**src/rtl/control_unit_types_pkg.sv**
```systemverilog
// Control-unit enumerations: writeback source select and MM/WB access FSM state.
// Latency: n/a (types only).
// Backpressure: n/a.
package control_unit_types_pkg;
  // Encoding 3 is unused by the decoder and falls back to the ALU result.
  typedef enum logic [1:0] {
    ALU = 2'd0,
    MEM = 2'd1,
    NPC = 2'd2
  } memtoreg_t;

  typedef enum logic [1:0] {
    IDLE     = 2'd0,
    ACCESS   = 2'd1,
    CAPTURED = 2'd2
  } mmwb_state_t;
endpackage

```
**src/rtl/cpu_types_pkg.sv**
```systemverilog
// Shared CPU datapath types: machine word and register-file index.
// Latency: n/a (types only).
// Backpressure: n/a.
package cpu_types_pkg;
  localparam int WORD_W = 32;
  localparam int REG_W  = 5;

  typedef logic [WORD_W-1:0] word_t;
  typedef logic [REG_W-1:0]  regbits_t;
endpackage

```
**src/rtl/mmwbpipe_if.sv**
```systemverilog
// Bundles the MM-side exmm fields (modport mm) and the WB-side results (modport wb).
// Latency: n/a (wiring only).
// Backpressure: n/a; stall is carried as mmstall in the wb group.
interface mmwbpipe_if;
  import cpu_types_pkg::*;

  // Kept as a raw 2-bit field so the undecoded value 3 survives intact.
  logic [1:0] MemtoReg;
  logic       RegWEN;
  logic       dRENi;
  logic       dWENi;
  logic       halt;
  regbits_t   rd;
  word_t      ALUOut;
  word_t      npc;

  regbits_t   wsel;
  logic       WEN;
  word_t      wdat;
  logic       halt_o;
  logic       mmstall;

  modport mm (input MemtoReg, RegWEN, dRENi, dWENi, halt, rd, ALUOut, npc);
  modport wb (output wsel, WEN, wdat, halt_o, mmstall);
endinterface

```
**src/rtl/wbsel_mux.sv**
```systemverilog
// Writeback data select: ALU result, next PC, or load data (live dload on a hit, else ldbuf).
// Latency: combinational.
// Backpressure: none.
// Ports: memtoreg (select), alu_out, npc, dhit, dload, ldbuf in; wdat out.
module wbsel_mux (
  input  logic [1:0]  memtoreg,
  input  logic [31:0] alu_out,
  input  logic [31:0] npc,
  input  logic        dhit,
  input  logic [31:0] dload,
  input  logic [31:0] ldbuf,
  output logic [31:0] wdat
);
  import control_unit_types_pkg::*;

  always_comb begin
    wdat = alu_out;
    case (memtoreg)
      MEM:     wdat = dhit ? dload : ldbuf;
      NPC:     wdat = npc;
      default: wdat = alu_out;  // ALU, and the unused encoding 3
    endcase
  end
endmodule

```
**src/rtl/mmwbpipe.sv**
```systemverilog
// MM/WB pipeline register with data-cache access FSM, load buffer and sticky halt.
// Latency: 1 cycle from advance (ihit & ~mmstall) to wsel/WEN/wdat/halt_o.
// Backpressure: mmstall raised while a memory access is outstanding; WEN drops to 0 on any non-advance cycle.
// Ports: CLK, nRST (async active-low); ihit, dhit, dload; exmm fields MemtoReg, RegWEN, dRENi,
//   dWENi, halt, rd, ALUOut, npc; outputs wsel, WEN, wdat, halt_o, mmstall.
// Option MMWB_FWD_EN: adds fwd_rd, fwd_val, fwd_data (next-cycle writeback, combinational).
module mmwbpipe (
  input  logic        CLK,
  input  logic        nRST,
  input  logic        ihit,
  input  logic        dhit,
  input  logic [31:0] dload,
  input  logic [1:0]  MemtoReg,
  input  logic        RegWEN,
  input  logic        dRENi,
  input  logic        dWENi,
  input  logic        halt,
  input  logic [4:0]  rd,
  input  logic [31:0] ALUOut,
  input  logic [31:0] npc,
  output logic [4:0]  wsel,
  output logic        WEN,
  output logic [31:0] wdat,
  output logic        halt_o,
  output logic        mmstall
`ifdef MMWB_FWD_EN
  ,
  output logic [4:0]  fwd_rd,
  output logic        fwd_val,
  output logic [31:0] fwd_data
`endif
);
  import cpu_types_pkg::*;
  import control_unit_types_pkg::*;

  mmwbpipe_if bus ();

  assign bus.MemtoReg = MemtoReg;
  assign bus.RegWEN   = RegWEN;
  assign bus.dRENi    = dRENi;
  assign bus.dWENi    = dWENi;
  assign bus.halt     = halt;
  assign bus.rd       = rd;
  assign bus.ALUOut   = ALUOut;
  assign bus.npc      = npc;

  mmwb_state_t state;
  mmwb_state_t state_nxt;
  word_t       ldbuf;
  word_t       wb_data;
  regbits_t    wsel_q;
  logic        wen_q;
  word_t       wdat_q;
  logic        halt_q;
  logic        req;
  logic        stall;
  logic        advance;

  assign req     = bus.dRENi | bus.dWENi;
  assign advance = ihit & ~stall;

  // FSM state register
  always_ff @(posedge CLK or negedge nRST) begin
    if (!nRST) state <= IDLE;
    else       state <= state_nxt;
  end

  // FSM next state. A hit that coincides with ihit retires straight
  // through; a hit without ihit parks the result in CAPTURED.
  always_comb begin
    state_nxt = state;
    case (state)
      IDLE: begin
        if (req && !dhit)              state_nxt = ACCESS;
        else if (req && dhit && !ihit) state_nxt = CAPTURED;
      end
      ACCESS: begin
        if (dhit) state_nxt = ihit ? IDLE : CAPTURED;
      end
      CAPTURED: begin
        if (ihit) state_nxt = IDLE;
      end
      default: state_nxt = IDLE;
    endcase
  end

  // FSM output: once data is captured the stage no longer needs to stall.
  always_comb begin
    stall = req & ~dhit & (state != CAPTURED);
  end

  // Load buffer keeps the last returned load word for a later advance.
  always_ff @(posedge CLK or negedge nRST) begin
    if (!nRST)              ldbuf <= '0;
    else if (dhit && dRENi) ldbuf <= dload;
  end

  wbsel_mux u_wbsel (
    .memtoreg (bus.MemtoReg),
    .alu_out  (bus.ALUOut),
    .npc      (bus.npc),
    .dhit     (dhit),
    .dload    (dload),
    .ldbuf    (ldbuf),
    .wdat     (wb_data)
  );

  // Writeback register. WEN is a one-cycle pulse per advanced instruction,
  // so bubbles and idle cycles never repeat a register-file write.
  always_ff @(posedge CLK or negedge nRST) begin
    if (!nRST) begin
      wsel_q <= '0;
      wen_q  <= 1'b0;
      wdat_q <= '0;
      halt_q <= 1'b0;
    end else if (advance) begin
      wsel_q <= bus.rd;
      wen_q  <= bus.RegWEN;
      wdat_q <= wb_data;
      if (bus.halt) halt_q <= 1'b1;
    end else begin
      wen_q  <= 1'b0;
    end
  end

  assign bus.wsel    = wsel_q;
  assign bus.WEN     = wen_q;
  assign bus.wdat    = wdat_q;
  assign bus.halt_o  = halt_q;
  assign bus.mmstall = stall;

  assign wsel    = bus.wsel;
  assign WEN     = bus.WEN;
  assign wdat    = bus.wdat;
  assign halt_o  = bus.halt_o;
  assign mmstall = bus.mmstall;

`ifdef MMWB_FWD_EN
  // Next-cycle writeback view, so the forwarding unit sees the result one cycle early.
  assign fwd_rd   = advance ? bus.rd : wsel_q;
  assign fwd_val  = advance & bus.RegWEN;
  assign fwd_data = advance ? wb_data : wdat_q;
`endif
endmodule

```
**config.mk**
```make
export PLATFORM = sky130hd
export DESIGN_NAME = mmwbpipe
export DESIGN_NICKNAME = d
export VERILOG_FILES = /design/src/rtl/control_unit_types_pkg.sv /design/src/rtl/cpu_types_pkg.sv /design/src/rtl/mmwbpipe_if.sv /design/src/rtl/wbsel_mux.sv /design/src/rtl/mmwbpipe.sv
export SDC_FILE = /design/constraint.sdc
export NUM_CORES = 1
export LEC_CHECK = 0
export CORE_AREA = 3 3 95 97
export DETAILED_ROUTE_END_ITERATION = 10
export DIE_AREA = 0 0 98 100
export GPL_ROUTABILITY_DRIVEN = 0
export GPL_TIMING_DRIVEN = 0
export PLACE_DENSITY = 0.85
export RECOVER_POWER = 100
export SETUP_SLACK_MARGIN = 0.15
export SYNTH_ARGS = -nofsm -noshare
export SYNTH_HDL_FRONTEND = slang
export SYNTH_HIERARCHICAL = 1
export SYNTH_SLANG_ARGS = --single-unit
```
**constraint.sdc**
```tcl
create_clock -name CLK -period 3.25 [get_ports CLK]
set_input_delay 0.325 -clock CLK [delete_from_list [all_inputs] [get_ports CLK]]
set_output_delay 0.325 -clock CLK [all_outputs]
set_load 0.005 [all_outputs]
```
==> results of run 1 <==
-- state kept, by name (all words and copies together) (netlist names) --
| register | cells |
|---|---|
| ldbuf | 32 |
| wdat | 32 |
| wsel | 5 |
| halt_o | 1 |
| state | 2 |
| WEN | 1 |
-- layout make-up --
type	instances	area [um^2]
fillers	615	2470
flip-flops and latches	73	1830
multi-input cells	211	1810
repair buffers	152	1530
plain buffers	24	180
clock buffers	12	155
well taps	105	131
clock inverters	4	98.8
inverters	4	15.0
-- how the worst min path moves through the flow --
stage,from,endpoint,slack (ps)
floorplan,nRST,WEN,30
global placement,state[1],state[0],450
detailed placement,nRST,ldbuf[3],310
CTS,nRST,ldbuf[3],470
global route,RegWEN,WEN,500
finish,halt_o,halt_o,490
-- layout by cell type (no fill, tap or decap) --
| cell type | n |
|---|---|
| nor2_1 | 2 |
| clkdlybuf4s50_1 | 106 |
| ha_1 | 2 |
| nand2_1 | 33 |
| o21bai_1 | 1 |
| nand3b_1 | 32 |
| nor3_1 | 3 |
| clkbuf_1 | 11 |
| buf_6 | 1 |
| mux2_2 | 61 |
| mux2_4 | 1 |
| dlygate4sd3_1 | 44 |
| nand2b_1 | 1 |
| clkbuf_8 | 11 |
| nor3b_1 | 1 |
| nor2b_4 | 1 |
| o211ai_2 | 1 |
| buf_1 | 2 |
| buf_12 | 5 |
| dfrtp_1 | 73 |
| mux2i_1 | 32 |
| inv_1 | 4 |
| o21ba_2 | 1 |
| clkinv_4 | 1 |
| bufinv_16 | 3 |
| o31ai_1 | 1 |
| o211ai_1 | 31 |
| buf_2 | 5 |
| mux2_1 | 7 |
| buf_4 | 3 |
-- power by group through the flow --
stage,clock [mW],combinational (mW),sequential [mW]
5_1_grt,0.948,0.766,1.16
6_report,0.890,0.710,1.14
2_1_floorplan,0,0.345,1.15
3_3_place_gp,0,0.762,1.15
4_1_cts,0.904,0.787,1.14
3_5_place_dp,0,0.780,1.16
-- layer usage --
layer | track usage [%] | up-vias | wire length [um]
met2 | 38.1 | 110 | 5290
li1 | - | 1461 | -
met5 | 0 | - | 0
met3 | 5.14 | 8 | 642
met1 | 27.8 | 1542 | 4410
met4 | 5.86 | 0 | 134
-- stage by stage --
stage               setup WS (ps)  std cells
floorplan                    1720        312
CTS                          1250        585
global placement             -694        567
global route                  704        585
detailed placement            900        568
finish                        844        585
-- logic make-up after synthesis --
kind of cell	share of synthesized area [%]
multiplexers	28.7
buffers and inverters	5.35
AO/OA/AOI/OAI	8.25
adder cells (fa/ha/maj)	0.637
AND/OR/NAND/NOR	10.5
flip-flops	46.5
-- critical path, stage by stage --
cell,delay [ps]
dlygate4sd3_1,620
o31ai_1,550
clkbuf_1,570
buf_12,220
mux2_1,330
==> out/metrics.cfg, run 1 <==
[route]
drtAntennaViolNets = 0
via_per_inst = 5.34
first_pass_iters = 4
drt-initial-drc-count = 71
drt-wirelength-per-cell_um = 17.9
postRouteWirelength_mm = 10.5
num_vias = 3121
drc = 0

[sta]
grt_setup_unrepaired = false
drv_slew = 34
layout_min_cycle_time_ps = 2410
hold_violations = 0
tns_ps = 0
fin_crit_sh_pct = 74.0
relSlewSlack_pct = -25.5
finClkSkew_ps = 15.6
timing.hold.ws_ps = 489
worst_pin_slew_ps = 1880
clock.fmax_ghz = 0.416
setup_violations = 0

[power]
swShare_pct = 24.4
finalPower_mw = 2.74
p_sw_uw = 669
power_leakage_nw = 2.46
p_int_mw = 2.07
power_frac_seq_pct = 41.5
ir_worst_vdd_v = 0.000244
power.share.combinational_pct = 25.9
powerDensity_nw_per_um2 = 477
p_clk_share_pct = 32.5

[hold_path]
holdCritPathClass = reg2reg
min_path_cells = 1

[finish]
nets = 588
antennaDiodeCount = 0
fin_area_um2 = 5740
fin_util_pct = 69.9
area_growth_pct = 46.2
drive_above_1_share_pct = 19.6

[floorplanning]
die_w_um = 98
start_util_pct = 47.8
core_um2 = 8220
rows = 33
die-area_um2 = 9800
io_pins = 151
die_h_um = 100

[yosys]
synth_edf_count = 0
netlist_instances = 312
yosys-top-cells-count = dfrtp_1 (73), mux2_2 (61), nand2_1 (33), mux2i_1 (32), nand3b_1 (32)
synth-seq-cells = 73
yosysSeqAreaShare_pct = 46.5
synthTopCellsByArea = dfrtp_1 (47%), mux2_2 (17%), mux2i_1 (8.2%), nand3b_1 (6.1%), o211ai_1 (4.4%)
async_flop_share_pct = 100
avgSynthCellArea_um2 = 12.6
yosys.area.top_type = dfrtp_1
yosysUniqueCellTypes = 24
synth.most_common_cell = dfrtp_1
yosys_warnings = 6
ys.flop_type = dfrtp_1
netlist_area_um2 = 3930
syn-num-nets = 425
synth_top_area_share_pct = 46.5

[global_routing]
grt_pass1_wl_mm = 17.0
grt_max_degree = 41
grt_overflow = 0
grt_usage_pct = 22.0
grt_pass1_vias = 3310
antenna_found_initial = 0

[clock_network]
cts_num_sinks = 73
cts_resized = 0
cts_root_buffer = clkbuf_8
clkTransAtPathRegs_ps = 80
cts_hold_buf = 1
postCtsSetupBuffers = 0
clockBufferDepth = 2
clk-insertion-delay-late_ps = 340
tritoncts = done
cts_buffers = 9
htreeDepth = 3

[worst_setup_path]
endpoint_kind = register
regToRegEndpoint = wdat[29]
worstSetupPathType = in2reg
reg2reg_from = state[1]
cp-start-kind = input port
endpoint = wdat[29]
ff2ff_path_depth = 5
r2r_slack_ps = 950
path_max_fanout = 10
cp.arrival_ps = 2620
critPathRequiredTime_ps = 3470
startpoint = dhit

[placed_design]
portBuffers = 150
dpl.hpwl_mm = 7.71
placed_cell_area_um2 = 5580

[run_status]
status = finished with violations
violations = capacitance limit, slew limit

[job]
drv_cap = 1

No activity file was read; power rests on OpenSTA's default activity.
==> run 2, diff against run 1 <==
--- a/config.mk
+++ b/config.mk
@@ -5,12 +5,12 @@
 export SDC_FILE = /design/constraint.sdc
 export NUM_CORES = 1
 export LEC_CHECK = 0
-export CORE_AREA = 3 3 95 97
+export CORE_AREA = 3 3 99 101
 export DETAILED_ROUTE_END_ITERATION = 10
-export DIE_AREA = 0 0 98 100
+export DIE_AREA = 0 0 102 104
 export GPL_ROUTABILITY_DRIVEN = 0
 export GPL_TIMING_DRIVEN = 0
-export PLACE_DENSITY = 0.85
+export PLACE_DENSITY = 0.79
 export RECOVER_POWER = 100
 export SETUP_SLACK_MARGIN = 0.15
 export SYNTH_ARGS = -nofsm -noshare
==> constraint.sdc (replaced) <==
create_clock -name CLK -period 2.3 [get_ports CLK]
set_input_delay 0.23 -clock CLK [delete_from_list [all_inputs] [get_ports CLK]]
set_output_delay 0.23 -clock CLK [all_outputs]
set_load 0.005 [all_outputs]
==> run 2 against run 1 <==
Compared with the run above: first-iteration DRC count is 1.4% lower; the run now ends clean; register-to-register slack worse by 640 ps; die area rose by 8.2%; sequential power rose by 41%; highest routed layer unchanged; hold slack got worse by 73 ps; count of clock-buffer cells in the layout is 2 lower; critical path depth stayed put.
==> out/metrics.cfg, run 2 (synthesis gave the netlist of run 1 again) <==
[clock_network]
clk-insertion-delay-late_ps = 330  ; was 340 ps
postCtsSetupBuffers = 0  ; unchanged
cts_num_sinks = 73  ; unchanged
cts_buffers = 9  ; unchanged
clkTransAtPathRegs_ps = 80  ; about the same
cts_root_buffer = clkbuf_8  ; unchanged
cts_resized = 0  ; unchanged
clockBufferDepth = 2  ; unchanged
htreeDepth = 3  ; unchanged
tritoncts = done  ; unchanged

[sta]
fin_crit_sh_pct = 86.7
hold_violations = 0  ; unchanged
tns_ps = 0  ; unchanged
relSlewSlack_pct = 40.9  ; was -25.5%
drv_slew = 0  ; was 34
clock.fmax_ghz = 0.501
finClkSkew_ps = 10.6  ; was 15.6 ps
worst_pin_slew_ps = 887  ; was 1880 ps
grt_setup_unrepaired = false  ; unchanged
setup_violations = 0  ; unchanged
layout_min_cycle_time_ps = 1990

[finish]
most-common-layout-cells = clkdlybuf4s50_1 (108), dfrtp_1 (73), mux2_2 (61)  ; was clkdlybuf4s50_1 (106), dfrtp_1 (73), mux2_2 (61)
drive_above_1_share_pct = 21.7  ; was 19.6%
fin_area_um2 = 5710  ; was 5740 um^2
area_growth_pct = 45.3  ; was 46.2%
antennaDiodeCount = 0  ; unchanged
final_common_cell = clkdlybuf4s50_1  ; unchanged
nets = 588  ; unchanged

[hold_path]
holdCritPathClass = in2async  ; was reg2reg

[worst_setup_path]
r2r_slack_ps = 310  ; was 950 ps
path_max_fanout = 10  ; unchanged
cp.arrival_ps = 2200  ; was 2620 ps
endpoint_kind = register  ; unchanged
critPathRequiredTime_ps = 2510  ; was 3470 ps
cp-start-kind = register  ; was input port
worstSetupPathType = reg2reg  ; was in2reg
ff2ff_path_depth = 5  ; unchanged

[global_routing]
antenna_found_initial = 0  ; unchanged
grt_overflow = 0  ; unchanged
grt_max_degree = 64  ; was 41
grt_pass1_vias = 3374  ; was 3310
grt_usage_pct = 20.3  ; was 22.0%
grt_pass1_wl_mm = 17.0  ; about the same

[floorplanning]
io_pins = 151  ; unchanged
die_h_um = 104  ; was 100 um
start_util_pct = 43.1  ; was 47.8%
core_um2 = 9110  ; was 8220 um^2
rows = 35  ; was 33
die_w_um = 102  ; was 98 um
die-area_um2 = 10600  ; was 9800 um^2

[route]
drtAntennaViolNets = 0  ; unchanged
num_vias = 3084  ; was 3121
drt-initial-drc-count = 70  ; was 71
drc = 0  ; unchanged
drt-wirelength-per-cell_um = 18.1  ; was 17.9 um
postRouteWirelength_mm = 10.7  ; was 10.5 mm
first_pass_iters = 4  ; unchanged
via_per_inst = 5.22  ; was 5.34

[placed_design]
placed_cell_area_um2 = 5590  ; was 5580 um^2
dpl.hpwl_mm = 7.86  ; was 7.71 mm
portBuffers = 150  ; unchanged

[job]
drv_cap = 0  ; was 1

[power]
power_leakage_nw = 2.45  ; was 2.46 nW
powerDensity_nw_per_um2 = 620  ; was 477 nW/um^2
ir_worst_vdd_v = 0.000428  ; was 0.000244 V

[run_status]
status = completed  ; was finished with violations

[run 2: per-layer routing]
metal,up-vias,routed length [um],global-route usage [%]
li1,1451,-,-
met1,1531,4430,25.7
met2,90,5570,35.1
met3,12,546,3.62
met4,0,124,5.44
met5,-,0,0
[run 2: final timing paths]
| path | endpoint | startpoint |
|---|---|---|
| setup / recovery | wdat[29] | state[1] |
| hold / removal | wdat[5] | nRST |
| setup reg to reg | wdat[29] | state[1] |
| hold reg to reg | state[0] | state[1] |
| max in group asynchronous | wdat[20] | nRST |
| min in group CLK | WEN | RegWEN |
[run 2: report_power, final]
group          leakage (nW)  switching (mW)  internal [mW]
clock network        0.0887           0.494          0.423
logic                  1.48           0.372          0.644
registers             0.882           0.105           1.50
total                  2.45           0.972           2.57
[run 2: layout make-up]
class	count	area (um^2)
Timing Repair Buffer	152	1510
Buffer	24	191
Clock buffer	10	138
Fill cell	756	3400
Tap cell	111	139
Inverter	4	15.0
Sequential cell	73	1830
Clock inverter	6	42.5
Multi-Input combinational cell	211	1840
[run 2: what timing repair did]
item                                    4_1_cts  5_1_grt
hold endpoints to repair                     10        0
endpoints found under the setup margin        0        0
hold buffers                                  1        0
[run 2: critical path: stages, from the launching register on]
cell and delay, ps:
dfrtp_1 400, nor2b_1 170, o31ai_1 570, buf_6 260
buf_12 150, mux2_1 320
[run 2: per-stage QoR]
step	util (%)	total power, mW	worst slack [ps]	std cells	hold WS [ps]
2_1_floorplan	-	2.12	822	312	-65.6
3_3_place_gp	61.1	2.70	-1600	573	451
3_5_place_dp	61.4	2.74	37.7	574	87.4
4_1_cts	63.5	3.68	383	591	260
5_1_grt	62.7	3.75	176	591	416
6_report	62.7	3.54	306	591	417
==> run 3, diff against run 2 <==
--- a/config.mk
+++ b/config.mk
@@ -5,6 +5,7 @@
 export SDC_FILE = /design/constraint.sdc
 export NUM_CORES = 1
 export LEC_CHECK = 0
+export CAP_MARGIN = 20
 export CORE_AREA = 3 3 99 101
 export DETAILED_ROUTE_END_ITERATION = 10
 export DIE_AREA = 0 0 102 104
@@ -12,6 +13,7 @@
 export GPL_TIMING_DRIVEN = 0
 export PLACE_DENSITY = 0.79
 export RECOVER_POWER = 100
+export REMOVE_ABC_BUFFERS = 1
 export SETUP_SLACK_MARGIN = 0.15
 export SYNTH_ARGS = -nofsm -noshare
 export SYNTH_HDL_FRONTEND = slang
==> run 3 against run 2 <==
Compared with the run above: total power up 0.13%; non-clock buffer count down 19; final cell count down 3.0%; global-route usage down 1.4 points; design area down 0.72%; fmax down 5.7%.
==> out/metrics.cfg, run 3 (synthesis gave the netlist of run 1 again) <==
[route]
drt-initial-drc-count = 82  ; was 70
drtAntennaViolNets = 0  ; unchanged
postRouteWirelength_mm = 10.2  ; was 10.7 mm
first_pass_iters = 4  ; unchanged
num_vias = 3035  ; was 3084
drt-wirelength-per-cell_um = 17.9  ; was 18.1 um
drc = 0  ; unchanged
via_per_inst = 5.30  ; was 5.22

[placed_design]
portBuffers = 150  ; unchanged
dpl.hpwl_mm = 6.85  ; was 7.86 mm
placed_cell_area_um2 = 5470  ; was 5590 um^2

[job]
drv_cap = 0  ; unchanged

[global_routing]
grt_usage_pct = 18.9  ; was 20.3%
antenna_found_initial = 0  ; unchanged
grt_max_degree = 67  ; was 64
grt_pass1_wl_mm = 16.0  ; was 17.0 mm
grt_overflow = 0  ; unchanged
grt_pass1_vias = 3224  ; was 3374

[sta]
layout_min_cycle_time_ps = 2110  ; was 1990 ps
fin_crit_sh_pct = 91.9  ; was 86.7%
relSlewSlack_pct = 43.7  ; was 40.9%
timing.hold.ws_ps = 398  ; was 417 ps
hold_violations = 0  ; unchanged
tns_ps = 0  ; unchanged
finClkSkew_ps = 10.9  ; was 10.6 ps
grt_setup_unrepaired = false  ; unchanged
worst_pin_slew_ps = 842  ; was 887 ps
clock.fmax_ghz = 0.473  ; was 0.501 GHz
drv_slew = 0  ; unchanged
setup_violations = 0  ; unchanged

[worst_setup_path]
path_max_fanout = 34  ; was 10
critPathRequiredTime_ps = 2520  ; was 2510 ps
reg2reg_from = state[1]  ; unchanged
cp.arrival_ps = 2330  ; was 2200 ps
cp-start-kind = input port  ; was register
startpoint = MemtoReg[0]  ; was state[1]
endpoint_kind = register  ; unchanged
worstSetupPathType = in2reg  ; was reg2reg

[floorplanning]
start_util_pct = 43.1  ; unchanged
die-area_um2 = 10600  ; unchanged
rows = 35  ; unchanged
die_h_um = 104  ; unchanged
io_pins = 151  ; unchanged
core_um2 = 9110  ; unchanged
die_w_um = 102  ; unchanged

[clock_network]
clk-insertion-delay-late_ps = 350  ; was 330 ps
tritoncts = done  ; unchanged
cts_buffers = 9  ; unchanged
cts_root_buffer = clkbuf_8  ; unchanged
clkTransAtPathRegs_ps = 90  ; was 80 ps
clockBufferDepth = 2  ; unchanged
htreeDepth = 3  ; unchanged
cts_num_sinks = 73  ; unchanged

[finish]
most-common-layout-cells = clkdlybuf4s50_1 (107), dfrtp_1 (73), mux2_2 (61)  ; was clkdlybuf4s50_1 (108), dfrtp_1 (73), mux2_2 (61)
antennaDiodeCount = 0  ; unchanged
register_area_um2 = 1830  ; unchanged
drive_above_1_share_pct = 21.9  ; was 21.7%
fill_cells = 746  ; was 756
nets = 570  ; was 588
multi_input_area_um2 = 1880  ; was 1840 um^2
area_growth_pct = 44.3  ; was 45.3%
fin_util_pct = 62.2  ; was 62.7%
fin_area_um2 = 5670  ; was 5710 um^2
final_common_cell = clkdlybuf4s50_1  ; unchanged

[power]
powerDensity_nw_per_um2 = 625  ; was 620 nW/um^2
finalPower_mw = 3.54  ; about the same
power_leakage_nw = 2.42  ; was 2.45 nW
ir_worst_vdd_v = 0.000257  ; was 0.000428 V

[hold_path]
hp-start = RegWEN
holdCritPathClass = in2reg  ; was in2async

[run_status]
status = completed  ; unchanged

[run 3: timing repair]
action	in CTS	in global routing
cloned	1	0
setup buffers	0	1
resized for setup	3	0
pin swaps	0	1
endpoints found under the hold margin	29	0
setup endpoints to repair	32	23
hold buffers	1	0
[run 3: per-layer routing]
layer | GRT usage, % | vias to the layer above | share of wire (%)
met5 | 0 | - | 0
met4 | 6.47 | 0 | 1.5
met3 | 4.29 | 16 | 6.2
met2 | 31.6 | 101 | 50
met1 | 23.8 | 1494 | 42
li1 | - | 1424 | -
[run 3: report_power, final]
part | switching, mW | total [mW] | leakage [nW] | internal [mW]
registers | 0.105 | 1.60 | 0.882 | 1.50
logic | 0.360 | 1.01 | 1.45 | 0.653
clock network | 0.505 | 0.925 | 0.0847 | 0.421
total | 0.970 | 3.54 | 2.42 | 2.57
[run 3: path summary, 6_finish.rpt]
kind / depth (start not counted) / slack [ps] / endpoint
max in group asynchronous: 3 / 1110 / wdat[19]
min reg2reg: 1 / 470 / state[0]
max reg2reg: 5 / 250 / wdat[19]
min in group asynchronous: 2 / 490 / wdat[13]
min: 3 / 400 / WEN
max: 6 / 190 / wdat[29]
[run 3: critical path, stage by stage]
cell	delay (ps)
dlygate4sd3_1	550
inv_1	70
ha_4	480
nand2b_2	520
o211ai_1	170
mux2_1	300
[run 3: stage by stage]
step	setup slack, ps	std cells
after CTS	232	572
after global routing	121	573
after detailed placement	-948	554
final	185	573
after global placement	-2490	549
after floorplan	-395	288
[run 3: layout make-up]
class	count	share of cell area [%]
inverters	4	0.265
clock inverters	6	0.729
clock buffers	10	2.43
repair buffers	157	28.6
multi-input cells	212	33.3
flip-flops and latches	73	32.2
well taps	111	2.45
